[src/rtl/ofdm_seq_pkg.sv]
// Shared types and defaults for the OFDM frame sequencer.
// Holds the FSM state encoding, the output load-select codes and a counter sizing helper.
package ofdm_seq_pkg;

  localparam int SAMP_W        = 16;
  localparam int PRE_LEN_DEF   = 128;
  localparam int SYM_LEN_DEF   = 64;
  localparam int GUARD_LEN_DEF = 16;

  typedef enum logic [2:0] {
    ST_IDLE     = 3'd0,
    ST_PREAMBLE = 3'd1,
    ST_GUARD    = 3'd2,
    ST_PAYLOAD  = 3'd3,
    ST_DONE     = 3'd4
  } seq_state_t;

  typedef enum logic [1:0] {
    LD_NONE = 2'd0,
    LD_PRE  = 2'd1,
    LD_PAY  = 2'd2,
    LD_ZERO = 2'd3
  } ld_sel_t;

  // Bits needed for a counter spanning 0..max(a,b,c)-1.
  function automatic int cnt_width(input int a, input int b, input int c);
    int m;
    m = a;
    if (b > m) m = b;
    if (c > m) m = c;
    if (m < 2) m = 2;
    return $clog2(m);
  endfunction

endpackage

[src/rtl/seq_out_stage.sv]
// Single registered output stage: loads a preamble, payload or zero sample; 1-cycle latency.
// Holds its sample while downstream stalls; valid drops only after a transfer with no new load.
module seq_out_stage
  import ofdm_seq_pkg::*;
#(
  parameter int W = SAMP_W
) (
  input  logic         i_clock,
  input  logic         i_reset,
  input  logic         i_enable,
  input  logic         i_ready_in,
  input  ld_sel_t      i_ld_sel,
  input  logic [W-1:0] i_pre_data,
  input  logic [W-1:0] i_pay_data,
  output logic [W-1:0] o_out_i,
  output logic         o_out_valid
);

  logic [W-1:0] r_out_i;
  logic         r_out_valid;
  logic [W-1:0] w_ld_dat;

  always_comb begin
    w_ld_dat = '0;
    case (i_ld_sel)
      LD_PRE:  w_ld_dat = i_pre_data;
      LD_PAY:  w_ld_dat = i_pay_data;
      default: w_ld_dat = '0;
    endcase
  end

  always_ff @(posedge i_clock) begin
    if (i_reset) begin
      r_out_i     <= '0;
      r_out_valid <= 1'b0;
    end else if (i_enable) begin
      if (i_ld_sel != LD_NONE) begin
        r_out_i     <= w_ld_dat;
        r_out_valid <= 1'b1;
      end else if (i_ready_in) begin
        r_out_valid <= 1'b0;
      end
    end
  end

  assign o_out_i     = r_out_i;
  assign o_out_valid = r_out_valid;

endmodule

[src/rtl/ofdm_frame_sequencer.sv]
// OFDM frame sequencer: preamble, optional zero guard (SEQ_GUARD_EN), then n_sym payload symbols.
// Output is one registered stage; source readies are combinational and only one is ever high.
module ofdm_frame_sequencer
  import ofdm_seq_pkg::*;
#(
  parameter int PRE_LEN   = PRE_LEN_DEF,
  parameter int SYM_LEN   = SYM_LEN_DEF,
  parameter int GUARD_LEN = GUARD_LEN_DEF,
  parameter int SYM_W     = 8
) (
  input  logic              clock,
  input  logic              reset,
  input  logic              enable,
  input  logic              start,
  input  logic [SYM_W-1:0]  n_sym,
  input  logic [SAMP_W-1:0] pre_data,
  input  logic              pre_valid,
  output logic              pre_ready,
  input  logic [SAMP_W-1:0] pay_data,
  input  logic              pay_valid,
  output logic              pay_ready,
  input  logic              ready_in,
  output logic [SAMP_W-1:0] out_i,
  output logic              out_valid,
  output logic              busy,
  output logic              frame_done
);

  localparam int CNT_W = cnt_width(PRE_LEN, SYM_LEN, GUARD_LEN);
  localparam logic [CNT_W-1:0] PRE_LAST = CNT_W'(PRE_LEN - 1);
  localparam logic [CNT_W-1:0] SYM_LAST = CNT_W'(SYM_LEN - 1);

  seq_state_t       r_state;
  logic [CNT_W-1:0] r_samp_cnt;
  logic [SYM_W-1:0] r_sym_cnt;
  logic [SYM_W-1:0] r_n_sym;
  logic             r_busy;
  logic             r_frame_done;

  logic       w_can_load;
  logic       w_pre_acc;
  logic       w_pay_acc;
  logic       w_guard_ld;
  ld_sel_t    w_ld_sel;
  seq_state_t w_after_guard;
  seq_state_t w_after_pre;

  // A new sample may enter only when the output register is empty or draining this cycle.
  assign w_can_load = enable && (!out_valid || ready_in);
  assign pre_ready  = (r_state == ST_PREAMBLE) && w_can_load;
  assign pay_ready  = (r_state == ST_PAYLOAD) && w_can_load;
  assign w_pre_acc  = pre_ready && pre_valid;
  assign w_pay_acc  = pay_ready && pay_valid;

  assign w_after_guard = (r_n_sym == '0) ? ST_DONE : ST_PAYLOAD;
`ifdef SEQ_GUARD_EN
  localparam logic [CNT_W-1:0] GUARD_LAST = CNT_W'(GUARD_LEN - 1);
  assign w_guard_ld  = (r_state == ST_GUARD) && w_can_load;
  assign w_after_pre = ST_GUARD;
`else
  assign w_guard_ld  = 1'b0;
  assign w_after_pre = w_after_guard;
`endif

  always_comb begin
    w_ld_sel = LD_NONE;
    if (w_pre_acc)       w_ld_sel = LD_PRE;
    else if (w_pay_acc)  w_ld_sel = LD_PAY;
    else if (w_guard_ld) w_ld_sel = LD_ZERO;
  end

  always_ff @(posedge clock) begin
    if (reset) begin
      r_state      <= ST_IDLE;
      r_samp_cnt   <= '0;
      r_sym_cnt    <= '0;
      r_n_sym      <= '0;
      r_busy       <= 1'b0;
      r_frame_done <= 1'b0;
    end else begin
      r_frame_done <= 1'b0;
      if (enable) begin
        case (r_state)
          ST_IDLE: begin
            if (start) begin
              r_n_sym    <= n_sym;
              r_samp_cnt <= '0;
              r_sym_cnt  <= '0;
              r_busy     <= 1'b1;
              r_state    <= ST_PREAMBLE;
            end
          end
          ST_PREAMBLE: begin
            if (w_pre_acc) begin
              if (r_samp_cnt == PRE_LAST) begin
                r_samp_cnt <= '0;
                r_state    <= w_after_pre;
              end else begin
                r_samp_cnt <= r_samp_cnt + CNT_W'(1);
              end
            end
          end
`ifdef SEQ_GUARD_EN
          ST_GUARD: begin
            if (w_guard_ld) begin
              if (r_samp_cnt == GUARD_LAST) begin
                r_samp_cnt <= '0;
                r_state    <= w_after_guard;
              end else begin
                r_samp_cnt <= r_samp_cnt + CNT_W'(1);
              end
            end
          end
`endif
          ST_PAYLOAD: begin
            if (w_pay_acc) begin
              if (r_samp_cnt == SYM_LAST) begin
                r_samp_cnt <= '0;
                r_sym_cnt  <= r_sym_cnt + SYM_W'(1);
                if (r_sym_cnt + SYM_W'(1) == r_n_sym) r_state <= ST_DONE;
              end else begin
                r_samp_cnt <= r_samp_cnt + CNT_W'(1);
              end
            end
          end
          ST_DONE: begin
            // Hold off the done pulse until the final sample has left the output register.
            if (!out_valid || ready_in) begin
              r_frame_done <= 1'b1;
              r_busy       <= 1'b0;
              r_state      <= ST_IDLE;
            end
          end
          default: r_state <= ST_IDLE;
        endcase
      end
    end
  end

  assign busy       = r_busy;
  assign frame_done = r_frame_done;

  seq_out_stage #(.W(SAMP_W)) u_out_stage (
    .i_clock     (clock),
    .i_reset     (reset),
    .i_enable    (enable),
    .i_ready_in  (ready_in),
    .i_ld_sel    (w_ld_sel),
    .i_pre_data  (pre_data),
    .i_pay_data  (pay_data),
    .o_out_i     (out_i),
    .o_out_valid (out_valid)
  );

endmodule

[config.mk]
export PLATFORM = sky130hd
export DESIGN_NAME = ofdm_frame_sequencer
export DESIGN_NICKNAME = d
export VERILOG_FILES = /design/src/rtl/ofdm_seq_pkg.sv /design/src/rtl/seq_out_stage.sv /design/src/rtl/ofdm_frame_sequencer.sv
export SDC_FILE = /design/constraint.sdc
export NUM_CORES = 1
export LEC_CHECK = 0
export ABC_AREA = 1
export BUFFER_PORTS_ARGS = -buffer_cell sky130_fd_sc_hd__buf_4
export CORE_ASPECT_RATIO = 0.5
export CORE_MARGIN = 2
export CORE_UTILIZATION = 54
export DETAILED_ROUTE_END_ITERATION = 8
export MAX_ROUTING_LAYER = met4
export PLACE_DENSITY = 0.79
export SLEW_MARGIN = 40
export SYNTH_ARGS = -nofsm -noshare
export SYNTH_HDL_FRONTEND = slang
export SYNTH_HIERARCHICAL = 1
export SYNTH_SLANG_ARGS = --single-unit
[constraint.sdc]
create_clock -name clock -period 2.7 [get_ports clock]
set_input_delay 0 -clock clock [delete_from_list [all_inputs] [get_ports clock]]
set_output_delay 0 -clock clock [all_outputs]
set_load 0.1 [all_outputs]
* Word level (Yosys, flattened, before mapping)
Index checks and enable logic that the tools add are counted.
** Word-level totals
- Bits in registers :: 45
- Bits of input ports :: 47
- Logic and storage cells :: 77
** Operators by class
- Add/subtract/negate cells :: 2
- Equal/unequal tests :: 15
- Multiplexer cells :: 28
- Bitwise operators :: 2
- Reductions and logical operators :: 22
** Operators by type and width (count)
- 2-to-1 mux 7 bit :: 5
- one-hot mux 16 bit (2 select lines) :: 1
- 2-to-1 mux 3 bit :: 8
- 2-to-1 mux 8 bit :: 3
- one-hot mux 7 bit (3 select lines) :: 1
- one-hot mux 8 bit (2 select lines) :: 1
- one-hot mux 3 bit (4 select lines) :: 1
- AND reduction 5 bit :: 2
- adder 8 x 1 -> 8 bit (second input constant) :: 1
- equality test 8 bit :: 1
- logical NOT 8 bit :: 1
- != test 2 bit (second input constant) :: 4
- AND reduction 8 bit :: 1
- nonzero test 2 bit :: 4
- adder 7 x 1 -> 7 bit (second input constant) :: 1
- equality test 7 x 6 -> 1 bit (second input constant) :: 1
- equality test 7 bit (second input constant) :: 1
- != test 2 x 1 -> 1 bit (second input constant) :: 3
- logical AND 1 bit :: 5
- 2-to-1 mux 1 bit :: 5
- 2-to-1 mux 2 bit :: 2
- AND reduction 2 bit :: 2
- AND reduction 4 bit :: 1
- equality test 3 x 1 -> 1 bit (second input constant) :: 1
- 12 further kinds :: 13

* Logic depth before layout (Yosys ltp)
- Depth in word-level cells :: 10
- Depth in mapped cells :: 14
- Gate-level depth less buffers :: 14

* Modules after synthesis
The synthesis kept the hierarchy.
** Modules (own cells, without submodules)
- ofdm_frame_sequencer :: times used 1, cells each 251, area an instance 1719.1 µm², sequential area each 560.5 µm²
- seq_out_stage :: times used 1, cells each 134, area an instance 1039.7 µm², sequential area each 340.3 µm²

* Worst setup path before layout
OpenSTA, ideal clock, no wires.
- Kind :: register to output
- Start point :: register u_out_stage.r_out_valid (netlist: u_out_stage/o_out_valid)
- End point :: output pay_ready
- Data arrival time :: 2319 ps
- Required time :: 2700 ps
- Setup slack :: 381 ps
- Stages on the path, launching flop included :: 4
- Cell sequence :: dfxtp_1 -> nand2_2 -> nand2_4 -> nor2_1
** On the way
- Word-level cells in the longest chain between the ends :: 4
** Ends and longest elaborated chain
- start: declaration :: line seq_out_stage.sv:20 : logic r_out_valid;
- start signal: assignment :: line seq_out_stage.sv:35 : r_out_valid <= 1'b0;
- start signal: assignment :: line seq_out_stage.sv:39 : r_out_valid <= 1'b1;
- start signal: assignment :: line seq_out_stage.sv:41 : r_out_valid <= 1'b0;
- logical NOT 1 bit :: line ofdm_frame_sequencer.sv:49 : assign w_can_load = enable && (!out_valid || ready_in);
- logical OR 1 bit :: line ofdm_frame_sequencer.sv:49
- logical AND 1 bit :: line ofdm_frame_sequencer.sv:49
- logical AND 1 bit :: line ofdm_frame_sequencer.sv:51 : assign pay_ready = (r_state == ST_PAYLOAD) && w_can_load;
- end: declaration :: line ofdm_frame_sequencer.sv:21 : output logic pay_ready,
No other way between the ends.

* Worst setup path after layout
- Start point :: register r_state[0]
- End point :: register u_out_stage.r_out_i[8] (netlist: u_out_stage/o_out_i[8])
** On the way
- Word-level cells in the longest chain between the ends :: 7
- Elaborated cells between the ends (all ways) :: 13
- Those cells by class :: eq/ne: 4; mux: 3; reduce/logical: 6
** Ends and longest elaborated chain
- start: declaration :: line ofdm_frame_sequencer.sv:33 : seq_state_t r_state;
- start signal: assignment :: line ofdm_frame_sequencer.sv:97 : r_state <= w_after_pre;
- equality test 3 x 2 -> 1 bit :: line ofdm_frame_sequencer.sv:51
- logical AND 1 bit :: line ofdm_frame_sequencer.sv:51
- logical AND 1 bit :: line ofdm_frame_sequencer.sv:53 : assign w_pay_acc = pay_ready && pay_valid;
- 2-to-1 mux 2 bit :: line ofdm_frame_sequencer.sv:68 : else if (w_pay_acc) w_ld_sel = LD_PAY;
- 2-to-1 mux 2 bit * :: line ofdm_frame_sequencer.sv:67 : if (w_pre_acc) w_ld_sel = LD_PRE;
- net w_ld_sel[1] :: line ofdm_frame_sequencer.sv:44 : ld_sel_t w_ld_sel;
- equality test 2 bit (tied with other cells) :: line seq_out_stage.sv:25 : case (i_ld_sel)
- one-hot mux 16 bit (2 select lines) or AND reduction 2 bit (tied branches)
- end signal: assignment :: line seq_out_stage.sv:38 : r_out_i <= w_ld_dat;
- end: declaration :: line seq_out_stage.sv:19 : logic [W-1:0] r_out_i;
Mark *: on every way through the listed nets, which the timed path passes. The rest lies on a longest branch.
A chain may end at the register's enable or synchronous reset.

==> results.yml <==
worst_setup_path:
  slowest_delay_ns: 0.40
  path_cells: "nand2_2, nor2_4, inv_2, nor3_1, inv_1, ha_1, nor2_8, inv_6, nand2_1, a21oi_1"
  cp_data_arrival_time_ns: 2.51
  critPathTopFamily: "simple AND/OR/NAND/NOR gates"
  crit_path_start_kind: "register"
  end_kind: "register"
  path_max_fanout: 17
  worstPathRequired_ns: 2.87
  cpMaxStageDelayCell: "dfxtp_1"
  crit_type: "register to register"
  path_buf_inv: 3
sta:
  period_needed_ns: 2.34
  tightest_slew_ns: 0.578
  grt_setup_unrepaired: "false"
  hold_ws_ns: 0.0169
  worst_clock_skew_ns: 0.00866
  setup_viol: 0
  period_share_pct: 86.7
  max-slew-margin-rel_pct: 61.5
  slew_violations: 0
  hold_viol: 0
  fin_setup_tns_ns: 0
  clock.fmax_mhz: 427
final_layout:
  n_antenna_cell: 0
  register_area_um2: 901
  instances_no_fill: 520
  nets: 503
  area_delta_synth_final_pct: 21.8
  drive_gt1_share_pct: 30.2
  mostFrequentLayoutCells: "nand2_1, buf_4, dfxtp_1"
  nFillCells: 425
  final_common_cell: "nand2_1"
  multi_input_area_mm2: 0.00159
drt:
  drt_pass1_iterations: 4
  antenna_left: 0
  vias_per_cell: 5.15
  drt-initial-drc-count: 104
  wire_per_inst_um: 12.4
  drt-total-wl_mm: 6.42
  drc: 0
  via_count: 2679
die:
  placementRows: 18
  io_pins: 68
  die_y_um: 54.5
  start_util_pct: 55.9
  coreArea_mm2: 0.00493
  die-area_mm2: 0.00573
  fp.dieW_um: 105
clock_network:
  clk_path_buf_depth: 2
  ctsHtreeMaxLevel: 2
  cts_setup_buffers: 0
  cts_root_buf: "clkbuf_8"
  numCtsBuffers: 5
  cts_resized: 0
  clkLatencyLatePin_ns: 0.30
  clk_pin_slew_worst_paths_ns: 0.09
  clock_sinks: 45
  cts_tree: "yes"
grt:
  grt_pass1_vias: 2448
  grt_max_degree: 27
  antenna_found_initial: 0
  grt_pass1_wl_mm: 10.2
  track_usage_pct: 23.1
  grt_overflow: 0
yosys:
  synth_top_flop_cell: "dfxtp_1"
  yosysWarnings: 6
  synth_edf_count: 0
  ys_seq_area_share_pct: 32.7
  synthArstFlopShare_pct: 0
  ys_seq_elements: 45
  synthesis.nets: 437
  syn_area_mm2: 0.00276
  syn_inst: 385
  netlist-cell-type-count: 41
  avgSynthCellArea_um2: 7.17
min_path:
  hold_path_class: "input pin to register"
run_status:
  status: "complete, no violations"
power:
  ir_drop_uv: 331
  powerDensity_mw_per_mm2: 665
  leakage_nw: 1.42
  p_total_w: 0.00223
place:
  port_buffers: 67
  dp_cells: 509
  place_congestion: 0.948
  dp_hpwl_mm: 4.65
flow_run:
  cap_violations: 0
## kinds of logic (layout without fill, tap and decap cells)
logic type / after synthesis / after routing / synth area share [%]
flip-flops: 45 / 45 / 32.7
AND/OR/NAND/NOR: 215 / 215 / 39.2
adder cells (fa/ha/maj): 5 / 5 / 2.27
XOR/XNOR: 1 / 1 / 0.318
buffers and inverters: 52 / 117 / 9.75
AO/OA/AOI/OAI: 67 / 67 / 15.8
## registers in the layout, indices dropped and copies added (netlist names)
register	cells
busy	1
r_state	3
u_out_stage/o_out_valid	1
r_n_sym	8
frame_done	1
u_out_stage/o_out_i	16
r_samp_cnt	7
r_sym_cnt	8
## tightest hold or removal path: stages
cell and delay [ns]:
buf_4 0.08, o21ai_0 0.08, a21oi_1 0.11
## cell usage after synthesis (3+ instances only)
cell type	n	area (µm²)
nand2_1	111	417
dfxtp_1	45	901
inv_1	31	116
nand3_1	30	150
a21oi_1	28	140
nor2_1	21	78.8
nand2_2	15	93.8
a21oi_2	14	123
o21ai_0	14	70.1
nand3_2	11	110
ha_1	5	62.6
inv_2	5	18.8
nor3_1	5	25.0
nor3b_1	5	37.5
a31oi_1	4	25.0
nor2_2	4	25.0
buf_2	3	15.0
buf_4	3	22.5
nor2_4	3	33.8
nor4_1	3	18.8
## final timing paths
kind,cells past startpoint,startpoint,slack [ns],endpoint
max reg2reg,10,r_state[0]$_SDFFE_PP0P_,0.36,u_out_stage/o_out_i[8]$_SDFFE_PP0P_
min,3,n_sym[3],0.02,r_n_sym[3]$_SDFFE_PP0P_
min reg2reg,2,u_out_stage/o_out_i[3]$_SDFFE_PP0P_,0.48,u_out_stage/o_out_i[3]$_SDFFE_PP0P_
max,10,r_state[0]$_SDFFE_PP0P_,0.36,u_out_stage/o_out_i[8]$_SDFFE_PP0P_
## where the power goes
part	switching, W	internal [W]
combinational	0.000621	0.000343
sequential	0.000103	0.000777
clock	0.000218	0.000171
## area by class of cell
cell class,instances,area share [%]
Sequential cell,45,26.8
Clock buffer,5,2.05
Timing Repair Buffer,73,16.7
Inverter,38,4.39
Clock inverter,1,0.149
Multi-Input combinational cell,288,47.3
Tap cell,70,2.61
## stage by stage
stage               cell area [µm²]  worst slack (ns)  utilization [%]
floorplan                      2760             0.381                -
global placement               3240             0.565             65.6
detailed placement             3240             0.424             65.6
CTS                            3360             0.389             68.1
global route                   3360             0.229             68.1
finish                         3360             0.359             68.1
## per-layer routing
layer | wire, µm | up-vias | global-route usage (%) | share of wire (%)
met4 | 89 | 0 | 10.9 | 1.4
met2 | 3150 | 79 | 43.0 | 49
li1 | - | 1380 | - | -
met1 | 2890 | 1211 | 25.1 | 45
met5 | 0 | - | - | 0
met3 | 289 | 9 | 4.29 | 4.5
## what timing repair did
action                                 4_1_cts  5_1_grt
endpoints found under the hold margin        5        0
setup endpoints to repair                    0        0
hold buffers                                 5        0
Power figures use the tool's default switching activity.
